===== src/rtl/vdot_pkg.sv =====
// Shared definitions for the FP16 dot-product issue controller.
// Contents: vector/lane geometry, FP16 reference constants and the
// controller FSM state encoding.
package vdot_pkg;

   localparam int VEC_W  = 256;   // one operand vector: 16 lanes x 16 bits
   localparam int LANE_W = 16;    // FP16 lane width, also the result width
   localparam int LANES  = 16;

   localparam logic [LANE_W-1:0] FP16_ONE = 16'h3c00;
   localparam logic [LANE_W-1:0] FP16_MAX = 16'h7bff;

   typedef enum logic [1:0] {
      ST_IDLE = 2'd0,
      ST_RUN  = 2'd1,
      ST_RESP = 2'd2
   } state_t;

endpackage


===== src/rtl/vdot_issue_ctrl_if.sv =====
// Host-side request/response bundle of the dot-product issue controller.
// Request channel : req_valid/req_ready handshake carrying req_a, req_b
//                   (16 FP16 lanes each) and req_tag.
// Response channel: rsp_valid/rsp_ready handshake carrying rsp_data,
//                   rsp_ovf, rsp_timeout and rsp_tag.
// master = host side, slave = controller side.
interface vdot_issue_ctrl_if #(parameter int TAG_W = 4);
   import vdot_pkg::*;

   logic              req_valid;
   logic              req_ready;
   logic [VEC_W-1:0]  req_a;
   logic [VEC_W-1:0]  req_b;
   logic [TAG_W-1:0]  req_tag;

   logic              rsp_valid;
   logic              rsp_ready;
   logic [LANE_W-1:0] rsp_data;
   logic              rsp_ovf;
   logic              rsp_timeout;
   logic [TAG_W-1:0]  rsp_tag;

   modport master (
      output req_valid, req_a, req_b, req_tag, rsp_ready,
      input  req_ready, rsp_valid, rsp_data, rsp_ovf, rsp_timeout, rsp_tag
   );

   modport slave (
      input  req_valid, req_a, req_b, req_tag, rsp_ready,
      output req_ready, rsp_valid, rsp_data, rsp_ovf, rsp_timeout, rsp_tag
   );

endinterface


===== src/rtl/vdot_req_fifo.sv =====
// Two-entry synchronous FIFO used to buffer operand requests.
// Ports: clk, rst (sync, active high); push/push_data write side;
//        pop read side with head = oldest entry (valid while !empty);
//        count (0..2), full, empty derived from the registered count.
// Push while full and pop while empty are ignored; push and pop in the
// same cycle are allowed.
module vdot_req_fifo #(
   parameter int WIDTH = 8
) (
   input  logic             clk,
   input  logic             rst,
   input  logic             push,
   input  logic [WIDTH-1:0] push_data,
   input  logic             pop,
   output logic [WIDTH-1:0] head,
   output logic [1:0]       count,
   output logic             full,
   output logic             empty
);

   localparam int DEPTH = 2;

   logic [WIDTH-1:0] mem_q [DEPTH];
   logic             wr_ptr_q, wr_ptr_d;
   logic             rd_ptr_q, rd_ptr_d;
   logic [1:0]       count_q, count_d;
   logic             push_ok;
   logic             pop_ok;

   assign full    = (count_q == 2'd2);
   assign empty   = (count_q == 2'd0);
   assign count   = count_q;
   assign push_ok = push & ~full;
   assign pop_ok  = pop & ~empty;
   assign head    = mem_q[rd_ptr_q];

   always_comb begin
      wr_ptr_d = wr_ptr_q;
      rd_ptr_d = rd_ptr_q;
      count_d  = count_q;
      if (push_ok) wr_ptr_d = ~wr_ptr_q;
      if (pop_ok)  rd_ptr_d = ~rd_ptr_q;
      case ({push_ok, pop_ok})
         2'b10:   count_d = count_q + 2'd1;
         2'b01:   count_d = count_q - 2'd1;
         default: count_d = count_q;
      endcase
   end

   always_ff @(posedge clk) begin
      if (rst) begin
         wr_ptr_q <= 1'b0;
         rd_ptr_q <= 1'b0;
         count_q  <= 2'd0;
      end else begin
         wr_ptr_q <= wr_ptr_d;
         rd_ptr_q <= rd_ptr_d;
         count_q  <= count_d;
      end
   end

   // Storage needs no reset: count/pointers alone define which slots are live.
   for (genvar gi = 0; gi < DEPTH; gi++) begin : g_slot
      always_ff @(posedge clk) begin
         if (push_ok && (wr_ptr_q == 1'(gi))) mem_q[gi] <= push_data;
      end
   end

endmodule


===== src/rtl/vdot_issue_ctrl.sv =====
// Issue controller for the pipelined 16-lane FP16 dot-product unit.
// Ports: clk, rst (sync, active high)
//        host      : request/response bundle (slave side)
//        dot_a/b   : operands held stable for the whole operation
//        dot_start : registered start, high from issue until done/abort
//        dot_done, dot_out, dot_V : completion, result, overflow from unit
//        busy      : request buffered or operation in flight
//        ovf_count : saturating count of accepted responses with rsp_ovf=1
// TIMEOUT must exceed the unit's 6-cycle latency or every op aborts.
module vdot_issue_ctrl
   import vdot_pkg::*;
#(
   parameter int TIMEOUT = 16,
   parameter int TAG_W   = 4,
   parameter int CNT_W   = 8
) (
   input  logic              clk,
   input  logic              rst,
   vdot_issue_ctrl_if.slave  host,
   output logic [VEC_W-1:0]  dot_a,
   output logic [VEC_W-1:0]  dot_b,
   output logic              dot_start,
   input  logic              dot_done,
   input  logic [LANE_W-1:0] dot_out,
   input  logic              dot_V,
   output logic              busy,
   output logic [CNT_W-1:0]  ovf_count
);

   localparam int ENTRY_W = 2 * VEC_W + TAG_W;
   localparam int WD_W    = $clog2(TIMEOUT + 1);

   state_t            state_q, state_d;
   logic [VEC_W-1:0]  dot_a_q, dot_a_d;
   logic [VEC_W-1:0]  dot_b_q, dot_b_d;
   logic [TAG_W-1:0]  tag_q, tag_d;
   logic              dot_start_q, dot_start_d;
   logic [WD_W-1:0]   wd_q, wd_d;
   logic [LANE_W-1:0] rsp_data_q, rsp_data_d;
   logic              rsp_ovf_q, rsp_ovf_d;
   logic              rsp_timeout_q, rsp_timeout_d;
   logic [CNT_W-1:0]  ovf_count_q, ovf_count_d;

   logic [ENTRY_W-1:0] fifo_head;
   logic [1:0]         fifo_count;
   logic               fifo_full;
   logic               fifo_empty;
   logic               fifo_push;
   logic               fifo_pop;
   logic               wd_expired;
   logic               rsp_fire;

   assign fifo_push  = host.req_valid & ~fifo_full;
   assign fifo_pop   = (state_q == ST_IDLE) & ~fifo_empty;
   assign wd_expired = (wd_q == WD_W'(TIMEOUT - 1));
   assign rsp_fire   = (state_q == ST_RESP) & host.rsp_ready;

   vdot_req_fifo #(.WIDTH(ENTRY_W)) u_req_fifo (
      .clk       (clk),
      .rst       (rst),
      .push      (fifo_push),
      .push_data ({host.req_a, host.req_b, host.req_tag}),
      .pop       (fifo_pop),
      .head      (fifo_head),
      .count     (fifo_count),
      .full      (fifo_full),
      .empty     (fifo_empty)
   );

   // State register
   always_ff @(posedge clk) begin
      if (rst) state_q <= ST_IDLE;
      else     state_q <= state_d;
   end

   // Next-state logic; done beats a simultaneous watchdog expiry
   always_comb begin
      state_d = state_q;
      case (state_q)
         ST_IDLE: if (!fifo_empty)             state_d = ST_RUN;
         ST_RUN:  if (dot_done || wd_expired)  state_d = ST_RESP;
         ST_RESP: if (host.rsp_ready)          state_d = ST_IDLE;
         default:                              state_d = ST_IDLE;
      endcase
   end

   // Datapath next values driven by the FSM
   always_comb begin
      dot_a_d       = dot_a_q;
      dot_b_d       = dot_b_q;
      tag_d         = tag_q;
      dot_start_d   = dot_start_q;
      wd_d          = wd_q;
      rsp_data_d    = rsp_data_q;
      rsp_ovf_d     = rsp_ovf_q;
      rsp_timeout_d = rsp_timeout_q;
      ovf_count_d   = ovf_count_q;
      case (state_q)
         ST_IDLE: begin
            if (!fifo_empty) begin
               dot_a_d     = fifo_head[ENTRY_W-1 -: VEC_W];
               dot_b_d     = fifo_head[TAG_W +: VEC_W];
               tag_d       = fifo_head[TAG_W-1:0];
               dot_start_d = 1'b1;
               wd_d        = '0;
            end
         end
         ST_RUN: begin
            wd_d = wd_q + WD_W'(1);
            if (dot_done) begin
               rsp_data_d    = dot_out;
               rsp_ovf_d     = dot_V;
               rsp_timeout_d = 1'b0;
               dot_start_d   = 1'b0;
            end else if (wd_expired) begin
               rsp_data_d    = '0;
               rsp_ovf_d     = 1'b0;
               rsp_timeout_d = 1'b1;
               dot_start_d   = 1'b0;
            end
         end
         ST_RESP: begin
            if (rsp_fire && rsp_ovf_q && (ovf_count_q != {CNT_W{1'b1}}))
               ovf_count_d = ovf_count_q + CNT_W'(1);
         end
         default: ;
      endcase
   end

   always_ff @(posedge clk) begin
      if (rst) begin
         dot_a_q       <= '0;
         dot_b_q       <= '0;
         tag_q         <= '0;
         dot_start_q   <= 1'b0;
         wd_q          <= '0;
         rsp_data_q    <= '0;
         rsp_ovf_q     <= 1'b0;
         rsp_timeout_q <= 1'b0;
         ovf_count_q   <= '0;
      end else begin
         dot_a_q       <= dot_a_d;
         dot_b_q       <= dot_b_d;
         tag_q         <= tag_d;
         dot_start_q   <= dot_start_d;
         wd_q          <= wd_d;
         rsp_data_q    <= rsp_data_d;
         rsp_ovf_q     <= rsp_ovf_d;
         rsp_timeout_q <= rsp_timeout_d;
         ovf_count_q   <= ovf_count_d;
      end
   end

   // Outputs
   always_comb begin
      host.req_ready   = ~fifo_full;
      host.rsp_valid   = (state_q == ST_RESP);
      host.rsp_data    = rsp_data_q;
      host.rsp_ovf     = rsp_ovf_q;
      host.rsp_timeout = rsp_timeout_q;
      host.rsp_tag     = tag_q;
      dot_a            = dot_a_q;
      dot_b            = dot_b_q;
      dot_start        = dot_start_q;
      busy             = (fifo_count != 2'd0) || (state_q != ST_IDLE);
      ovf_count        = ovf_count_q;
   end

endmodule


===== src/flat_wrapper.sv =====
// flat-port wrapper written by rule: the top's interface ports become plain ports
module vdot_issue_ctrl_flat import vdot_pkg::*;
#(
   parameter int TIMEOUT = 16,
   parameter int TAG_W   = 4,
   parameter int CNT_W   = 8
)
  (clk, rst, dot_a, dot_b, dot_start, dot_done, dot_out, dot_V, busy, ovf_count, host_req_valid, host_req_a, host_req_b, host_req_tag, host_rsp_ready, host_req_ready, host_rsp_valid, host_rsp_data, host_rsp_ovf, host_rsp_timeout, host_rsp_tag);
  vdot_issue_ctrl_if #(.TAG_W(TAG_W)) host_i ();
  input  logic clk;
  input  logic rst;
  output logic [VEC_W-1:0] dot_a;
  output logic [VEC_W-1:0] dot_b;
  output logic dot_start;
  input  logic dot_done;
  input  logic [LANE_W-1:0] dot_out;
  input  logic dot_V;
  output logic busy;
  output logic [CNT_W-1:0] ovf_count;
  input wire logic [$bits(host_i.req_valid)-1:0] host_req_valid;
  input wire logic [$bits(host_i.req_a)-1:0] host_req_a;
  input wire logic [$bits(host_i.req_b)-1:0] host_req_b;
  input wire logic [$bits(host_i.req_tag)-1:0] host_req_tag;
  input wire logic [$bits(host_i.rsp_ready)-1:0] host_rsp_ready;
  output wire logic [$bits(host_i.req_ready)-1:0] host_req_ready;
  output wire logic [$bits(host_i.rsp_valid)-1:0] host_rsp_valid;
  output wire logic [$bits(host_i.rsp_data)-1:0] host_rsp_data;
  output wire logic [$bits(host_i.rsp_ovf)-1:0] host_rsp_ovf;
  output wire logic [$bits(host_i.rsp_timeout)-1:0] host_rsp_timeout;
  output wire logic [$bits(host_i.rsp_tag)-1:0] host_rsp_tag;
  assign host_i.req_valid = host_req_valid;
  assign host_i.req_a = host_req_a;
  assign host_i.req_b = host_req_b;
  assign host_i.req_tag = host_req_tag;
  assign host_i.rsp_ready = host_rsp_ready;
  assign host_req_ready = host_i.req_ready;
  assign host_rsp_valid = host_i.rsp_valid;
  assign host_rsp_data = host_i.rsp_data;
  assign host_rsp_ovf = host_i.rsp_ovf;
  assign host_rsp_timeout = host_i.rsp_timeout;
  assign host_rsp_tag = host_i.rsp_tag;
  vdot_issue_ctrl #(.TIMEOUT(TIMEOUT), .TAG_W(TAG_W), .CNT_W(CNT_W)) u_core (.clk(clk), .rst(rst), .host(host_i), .dot_a(dot_a), .dot_b(dot_b), .dot_start(dot_start), .dot_done(dot_done), .dot_out(dot_out), .dot_V(dot_V), .busy(busy), .ovf_count(ovf_count));
endmodule

===== config.mk =====
export PLATFORM = sky130hd
export DESIGN_NAME = vdot_issue_ctrl_flat
export DESIGN_NICKNAME = d
export VERILOG_FILES = /design/src/rtl/vdot_pkg.sv /design/src/rtl/vdot_issue_ctrl_if.sv /design/src/rtl/vdot_req_fifo.sv /design/src/rtl/vdot_issue_ctrl.sv /design/src/flat_wrapper.sv
export SDC_FILE = /design/constraint.sdc
export NUM_CORES = 2
export LEC_CHECK = 0
export CORE_AREA = 3 3 415 417
export DETAILED_ROUTE_END_ITERATION = 10
export DIE_AREA = 0 0 418 420
export GPL_ROUTABILITY_DRIVEN = 0
export HOLD_SLACK_MARGIN = 0.03
export PLACE_DENSITY = 0.53
export SETUP_SLACK_MARGIN = 0.1
export SLEW_MARGIN = 40
export SYNTH_ARGS = -nofsm -noshare
export SYNTH_HDL_FRONTEND = slang
export SYNTH_HIERARCHICAL = 1
export SYNTH_SLANG_ARGS = --single-unit

===== constraint.sdc =====
create_clock -name clk -period 27.5 [get_ports clk]
set_clock_uncertainty 0.15 [all_clocks]
set_input_delay 5.5 -clock clk [delete_from_list [all_inputs] [get_ports clk]]
set_output_delay 5.5 -clock clk [all_outputs]
set_load 0.005 [all_outputs]

### Word-level counts from Yosys, hierarchy flattened

Memories as Yosys holds them, arrays and structs flattened. A register that Yosys moved wholly into a read port is not among the register bits.
Cells that the tools add are included.

| storage, ports and cells | value |
|---|---|
| register bits | 38 |
| bits in writable memories | 1032 |
| input port bits | 538 |
| logic and storage cells | 78 |
| memories kept | 1 |

Memories:

| memory | words | width | rd ports | clocked after memory_dff | wr ports | line | source |
|---|---|---|---|---|---|---|---|
| u_core.u_req_fifo.mem_q | 2 | 516 | 1 | 1 | 1 | vdot_req_fifo.sv:23 | `logic [WIDTH-1:0] mem_q [DEPTH];` |

| operators by class | value |
|---|---|
| $add $sub $neg | 4 |
| equality and inequality tests | 11 |
| multiplexer cells | 23 |
| bitwise gates (word level) | 9 |
| reductions and logical operators | 20 |

Operators with widths:

| kind | count |
|---|---|
| $mux 516 | 1 |
| $reduce_or 516->1 | 1 |
| $mux 16 | 2 |
| $mux 1 | 12 |
| $pmux 5 s2 | 1 |
| $reduce_bool 2->1 | 5 |
| $add 8x1->8 const B | 1 |
| $ne 8x8->1 const B | 1 |
| $reduce_and 2->1 | 4 |
| $eq 2x2->1 const B | 3 |
| $mux 2 | 3 |
| $pmux 2 s3 | 1 |
| $reduce_and 3->1 | 2 |
| $add 5x1->5 const B | 1 |
| $and 1x1->1 | 5 |
| $eq 5x4->1 const B | 1 |
| $mux 5 | 1 |
| $eq 2x1->1 const B | 2 |
| $logic_and 1x1->1 | 4 |
| $logic_not 2->1 | 2 |
| $ne 2x2->1 const B | 2 |
| $not 1->1 | 4 |
| $pmux 2 s2 | 1 |
| $ne 3x2->1 const B | 1 |
| 5 further kinds | 6 |

### Logic depth before layout (Yosys ltp)

| depth | value |
|---|---|
| word-level depth | 9 |
| mapped depth | 11 |
| depth with buffers taken out | 8 |

### Hierarchy

The synthesis kept the hierarchy.

Modules (own cells, without submodules):

| module | times used | cells an instance | area each (um^2) | seq. area each (um^2) |
|---|---|---|---|---|
| vdot_req_fifo | 1 | 1631 | 37475.9 | 31089.8 |
| vdot_issue_ctrl | 1 | 2390 | 18998.2 | 11010.6 |

### Worst setup path before layout

Ideal clock, no wire load.

| timing | value |
|---|---|
| path type | input-to-reg |
| from | in host_req_valid |
| to | mem u_core/u_req_fifo/mem_q[1][0] (netlist name), enable pin |
| arrival | 17394 ps |
| required time | 26400 ps |
| setup slack | 9005 ps |
| cell stages on the path | 2 |
| path buffers | 0 |
| cells stage by stage | nor2b_1 > and3_1 |

| on the way | value |
|---|---|
| word-level cells in the longest chain between the ends | 7 |
| elaborated cells between the ends (all ways) | 11 |
| those cells by class | mux (6); bitwise (2); reduce/logical (3) |

Ends and longest elaborated chain:

| element | line | source |
|---|---|---|
| from (decl) | flat_wrapper.sv:20 | `input wire logic [$bits(host_i.req_valid)-1:0] host_req_valid;` |
| $and 1x1->1 (*) | vdot_issue_ctrl.sv:53 | `assign fifo_push = host.req_valid & ~fifo_full;` |
| $and 1x1->1 (*) | vdot_req_fifo.sv:33 | `assign push_ok = push & ~full;` |
| $logic_and 1x1->1 | vdot_req_fifo.sv:65 | `if (push_ok && (wr_ptr_q == 1'(gi))) mem_q[gi] <= push_data;` |
| $mux 1 | vdot_req_fifo.sv:65 |  |
| $mux 1 (not written as such) | vdot_req_fifo.sv:65 |  |
| $reduce_or 516->1 (no line) | n/a |  |
| $mux 1 (no line) | n/a |  |
| to (decl) | vdot_req_fifo.sv:23 |  |

Every way passes the cells marked *; elsewhere a longest branch is shown, timed or not.

### Worst setup path after layout

| timing | value |
|---|---|
| from | in host_req_valid |
| to | mem u_core/u_req_fifo/mem_q[0][176] (netlist name), enable pin |

| on the way | value |
|---|---|
| word-level cells in the longest chain between the ends | 7 |
| elaborated cells between the ends (all ways) | 11 |
| those cells by class | mux (6); bitwise (2); reduce/logical (3) |

Ends and longest elaborated chain:

| element | line | source |
|---|---|---|
| $and 1x1->1 (*) | vdot_issue_ctrl.sv:53 |  |
| named net u_core.fifo_push | vdot_issue_ctrl.sv:48 | `logic fifo_push;` |
| $and 1x1->1 (*) | vdot_req_fifo.sv:33 |  |
| $logic_and 1x1->1 | vdot_req_fifo.sv:65 |  |
| $mux 1 | vdot_req_fifo.sv:65 |  |
| $mux 1 (not written as such) | vdot_req_fifo.sv:65 |  |
| $reduce_or 516->1 (no line) | n/a |  |
| $mux 1 (no line) | n/a |  |

The timed path passes the listed nets; every way through them passes the cells marked *.

==> flow_summary.json <==
{
  "sequential_fraction_of_the_synthesis_area_pct": 74.55,
  "post_synth_simple_gate_area_pct": 7.411,
  "max_freq_mhz": 101.7,
  "critPathMaxStageDelay_ns": 0.69,
  "ios": 1084,
  "die_x_um": 418,
  "grt_util_met3_pct": 6.024,
  "cts.repair.resized": 0,
  "crit_slowest_cell": "sky130_fd_sc_hd__buf_4",
  "multiInputGateArea_mm2": 0.01304,
  "grt.total_usage_pct": 19.04,
  "area.growth.synth_to_final_pct": 32.94,
  "final.fill_count": 15434,
  "swShare_pct": 30.72,
  "transition_time_at_the_pin_with_the_least_slew_margin_ns": 0.8405,
  "syn-cell-area_mm2": 0.05647,
  "power.net_switching_mw": 2.431,
  "hold_buffers": 0,
  "final-max-slew-violation-count": 0,
  "netlist.top_cell.by_area": "sky130_fd_sc_hd__edfxtp_1",
  "cts.sink_count": 1587,
  "ys_ff_latch": 1587,
  "int_pwr_mw": 5.482,
  "path_delay_family": "buffers and inverters",
  "worstPathArrival_ns": 10.11,
  "dr.first_iter.drc_count": 2096,
  "yosys-mux-area-fraction_pct": 10.35,
  "worst-path-buf-inv": 7,
  "port-buffer-count": 1083,
  "combinationalPowerShare_pct": 29.1,
  "cts.htree.levels": 4,
  "detail_route.wl_per_cell_um": 23.10,
  "drive_above_1_share_pct": 15.10,
  "post-cts-setup-buffers": 0,
  "timing.final.hold_violations": 0,
  "syn_inst": 4021,
  "cts_tree": "done",
  "yosys_warnings": 6,
  "synth.distinct_cells": 35,
  "synthXorXnorAreaFrac_pct": 0.1241,
  "grt_busiest_layer": "met2",
  "vias": 34941,
  "ir_worst_vdd_uv": 89.54,
  "placementRows": 151,
  "pwr-share-clk_pct": 28.3,
  "first_pass_grt_wire_length_um": 244500,
  "status": "completed",
  "synth_edf_count": 1032,
  "vias_in_the_first_global_route": 34998,
  "cts_inserted_buffers": 173,
  "post_synth_most_frequent_cells": "sky130_fd_sc_hd__nand2_1 (1035), sky130_fd_sc_hd__edfxtp_1 (1032), sky130_fd_sc_hd__dfxtp_1 (555), sky130_fd_sc_hd__a21oi_1 (524), sky130_fd_sc_hd__mux2_2 (497)",
  "max_slew_margin_pct": 43.75,
  "postSynthNetCount": 4563,
  "clk_pin_slew_worst_paths_ns": 0.06,
  "synth-compound-area-share_pct": 5.074,
  "holdCritPathClass": "register to register",
  "chipHeight_um": 420,
  "detailed_routing_iterations_pass_1": 7,
  "globalRouteOverflowTotal": 0,
  "yosysTopAreaCellShare_pct": 54.87,
  "cp-start-kind": "input port",
  "fin_crit_sh_pct": 35.75,
  "setup.worst_path.class": "input port to register",
  "groute.layer.met2.usage_pct": 32.81,
  "peak_fanout_along_the_critical_path": 113,
  "worst_skew_pair.late_latency_ns": 0.79,
  "postSynth.asyncResetShare_pct": 0,
  "dieArea_mm2": 0.1756,
  "initial_core_util_pct": 33.40,
  "worstPathCellList": "clkdlybuf4s50_1 > nor2b_1 > inv_1 > or3_1 > inv_12 > buf_4 > buf_6 > buf_4 > buf_6",
  "cts_max_path_buffers": 3,
  "place_hpwl_um": 115800,
  "avgSynthCellArea_um2": 14.04,
  "setup_viol": 0,
  "p_leak_nw": 25.08,
  "critPathRequiredTime_ns": 27.78,
  "grt_setup_unrepaired": "false",
  "synth_flop_cell": "sky130_fd_sc_hd__edfxtp_1",
  "met1_routing_resource_usage_after_global_routing_pct": 22.02,
  "timing.critical_path.to_type": "register",
  "finalCriticalPeriod_ns": 9.832,
  "total_power_mw": 7.914,
  "detail_route.wirelength_um": 172800,
  "finalSetupTns_ns": 0,
  "clockRootBuffer": "sky130_fd_sc_hd__clkbuf_16",
  "yosysMostFrequentCell": "sky130_fd_sc_hd__nand2_1",
  "post_synth_fa_ha_maj_area_fraction_pct": 0.08862,
  "power.share.sequential_pct": 42.6,
  "antenna_left": 0,
  "drt_drc_violations_left": 0,
  "register_cell_area_after_layout_mm2": 0.04210,
  "drv_cap": 0,
  "ys_top_cells_by_area": "sky130_fd_sc_hd__edfxtp_1 (55%), sky130_fd_sc_hd__dfxtp_1 (20%), sky130_fd_sc_hd__mux2_2 (9.9%)",
  "grt_antenna_before_repair": 68,
  "dominant_combinational_cell_family_by_area_after_synthesis": "multiplexers",
  "cellPowerDensity_mw_per_mm2": 105.4,
  "nNetsFinal": 5627,
  "core_region_area_mm2": 0.1691,
  "per_cell_via_count_in_the_routed_design": 4.670,
  "grt_start_max_net_pins": 153
}
[cell type report]
type / count / area share (%)
Inverter: 8 / 0.06666
Timing Repair Buffer: 1128 / 15.37
Antenna cell: 32 / 0.1067
Clock buffer: 261 / 6.598
Multi-Input combinational cell: 2187 / 17.36
Tap cell: 2218 / 3.696
Sequential cell: 1587 / 56.08
Clock inverter: 61 / 0.7216
[final timing paths]
kind	from	end	slack [ns]	cells after the start
worst max-delay path	host_req_valid	u_core/u_req_fifo/mem_q[0][176]	17.67	9
worst min-delay path	u_core/dot_a[208]	u_core/dot_a[208]	0.30	2
worst max register to register	u_core/u_req_fifo/count[0]	u_core/u_req_fifo/mem_q[0][176]	22.08	10
worst min register to register	u_core/dot_a[208]	u_core/dot_a[208]	0.30	2
[state kept, by name (all words and copies together), names as in the netlist, named ones only]
signal	count
u_core/dot_a	256
u_core/dot_b	256
u_core/dot_start	1
u_core/host.rsp_data	16
u_core/host.rsp_ovf	1
u_core/host.rsp_tag	4
u_core/host.rsp_timeout	1
u_core/ovf_count	8
u_core/state_q	2
u_core/u_req_fifo/count	2
u_core/u_req_fifo/mem_q	1032
u_core/u_req_fifo/rd_ptr_q	1
u_core/u_req_fifo/wr_ptr_q	1
u_core/wd_q	5
[layer usage]
| metal | vias to the layer above | share of wire [%] | wire, um |
|---|---|---|---|
| li1 | 16465 | - | - |
| met5 | - | 0.14 | 241 |
| met4 | 36 | 3.2 | 5599 |
| met2 | 897 | 51 | 88030 |
| met3 | 288 | 6.6 | 11480 |
| met1 | 17255 | 39 | 67490 |
[power by group through the flow]
stage | Sequential (mW) | Combinational (mW) | Clock, mW
after detailed placement | 3.42 | 2.35 | 0
after global placement | 3.41 | 2.31 | 0
after global routing | 3.43 | 2.51 | 2.41
after CTS | 3.38 | 2.36 | 2.30
after floorplan | 3.57 | 1.19 | 0
final | 3.37 | 2.30 | 2.24
[tightest hold or removal path, stage by stage, from the launching register on]
cell	delay, ns
sky130_fd_sc_hd__dfxtp_1	0.30
sky130_fd_sc_hd__nand2_1	0.05
sky130_fd_sc_hd__a21oi_1	0.05
[cells by family after synthesis]
kind of cell    after synthesis
xor+xnor                      8
simple gates               1098
mux                         519
fa+ha+maj                     4
buf+inv                     247
flops                      1587
compound gates              558
[cell usage in the layout (no fill, tap or decap), drive strengths merged]
| cell type | n |
|---|---|
| a2111oi | 1 |
| or3 | 5 |
| nand3 | 3 |
| nand4 | 2 |
| bufinv | 5 |
| mux2i | 1 |
| inv | 18 |
| o21ai | 6 |
| a21oi | 524 |
| mux2 | 518 |
| o21a | 1 |
| clkinv | 46 |
| clkbuf | 261 |
| nor2b | 3 |
| xor2 | 6 |
| and4 | 1 |
| and2 | 2 |
| clkdlybuf4s50 | 1082 |
| and3 | 3 |
| a22oi | 20 |
| a211oi | 1 |
| o211ai | 3 |
| nand2b | 3 |
| nor2 | 39 |
| buf | 46 |
| o2111ai | 1 |
| or4 | 1 |
| and4b | 1 |
| xnor2 | 2 |
| diode | 32 |
| dfxtp | 555 |
| edfxtp | 1032 |
| ha | 4 |
| nand2 | 1035 |
| a21o | 1 |
[per-stage QoR]
step	std cells	setup WS [ns]	util, %	hold slack (ns)	area [um2]
final	7482	17.67	44.40	0.3003	75080
after detailed placement	7127	16.79	41.08	0.2958	69460
after CTS	7449	17.70	44.33	0.3032	74950
after global placement	7118	16.07	40.89	0.2916	69150
after floorplan	4021	9.005	-	0.3004	56470
after global routing	7467	17.44	44.38	0.3177	75040
No activity file was read; power rests on OpenSTA's default activity.
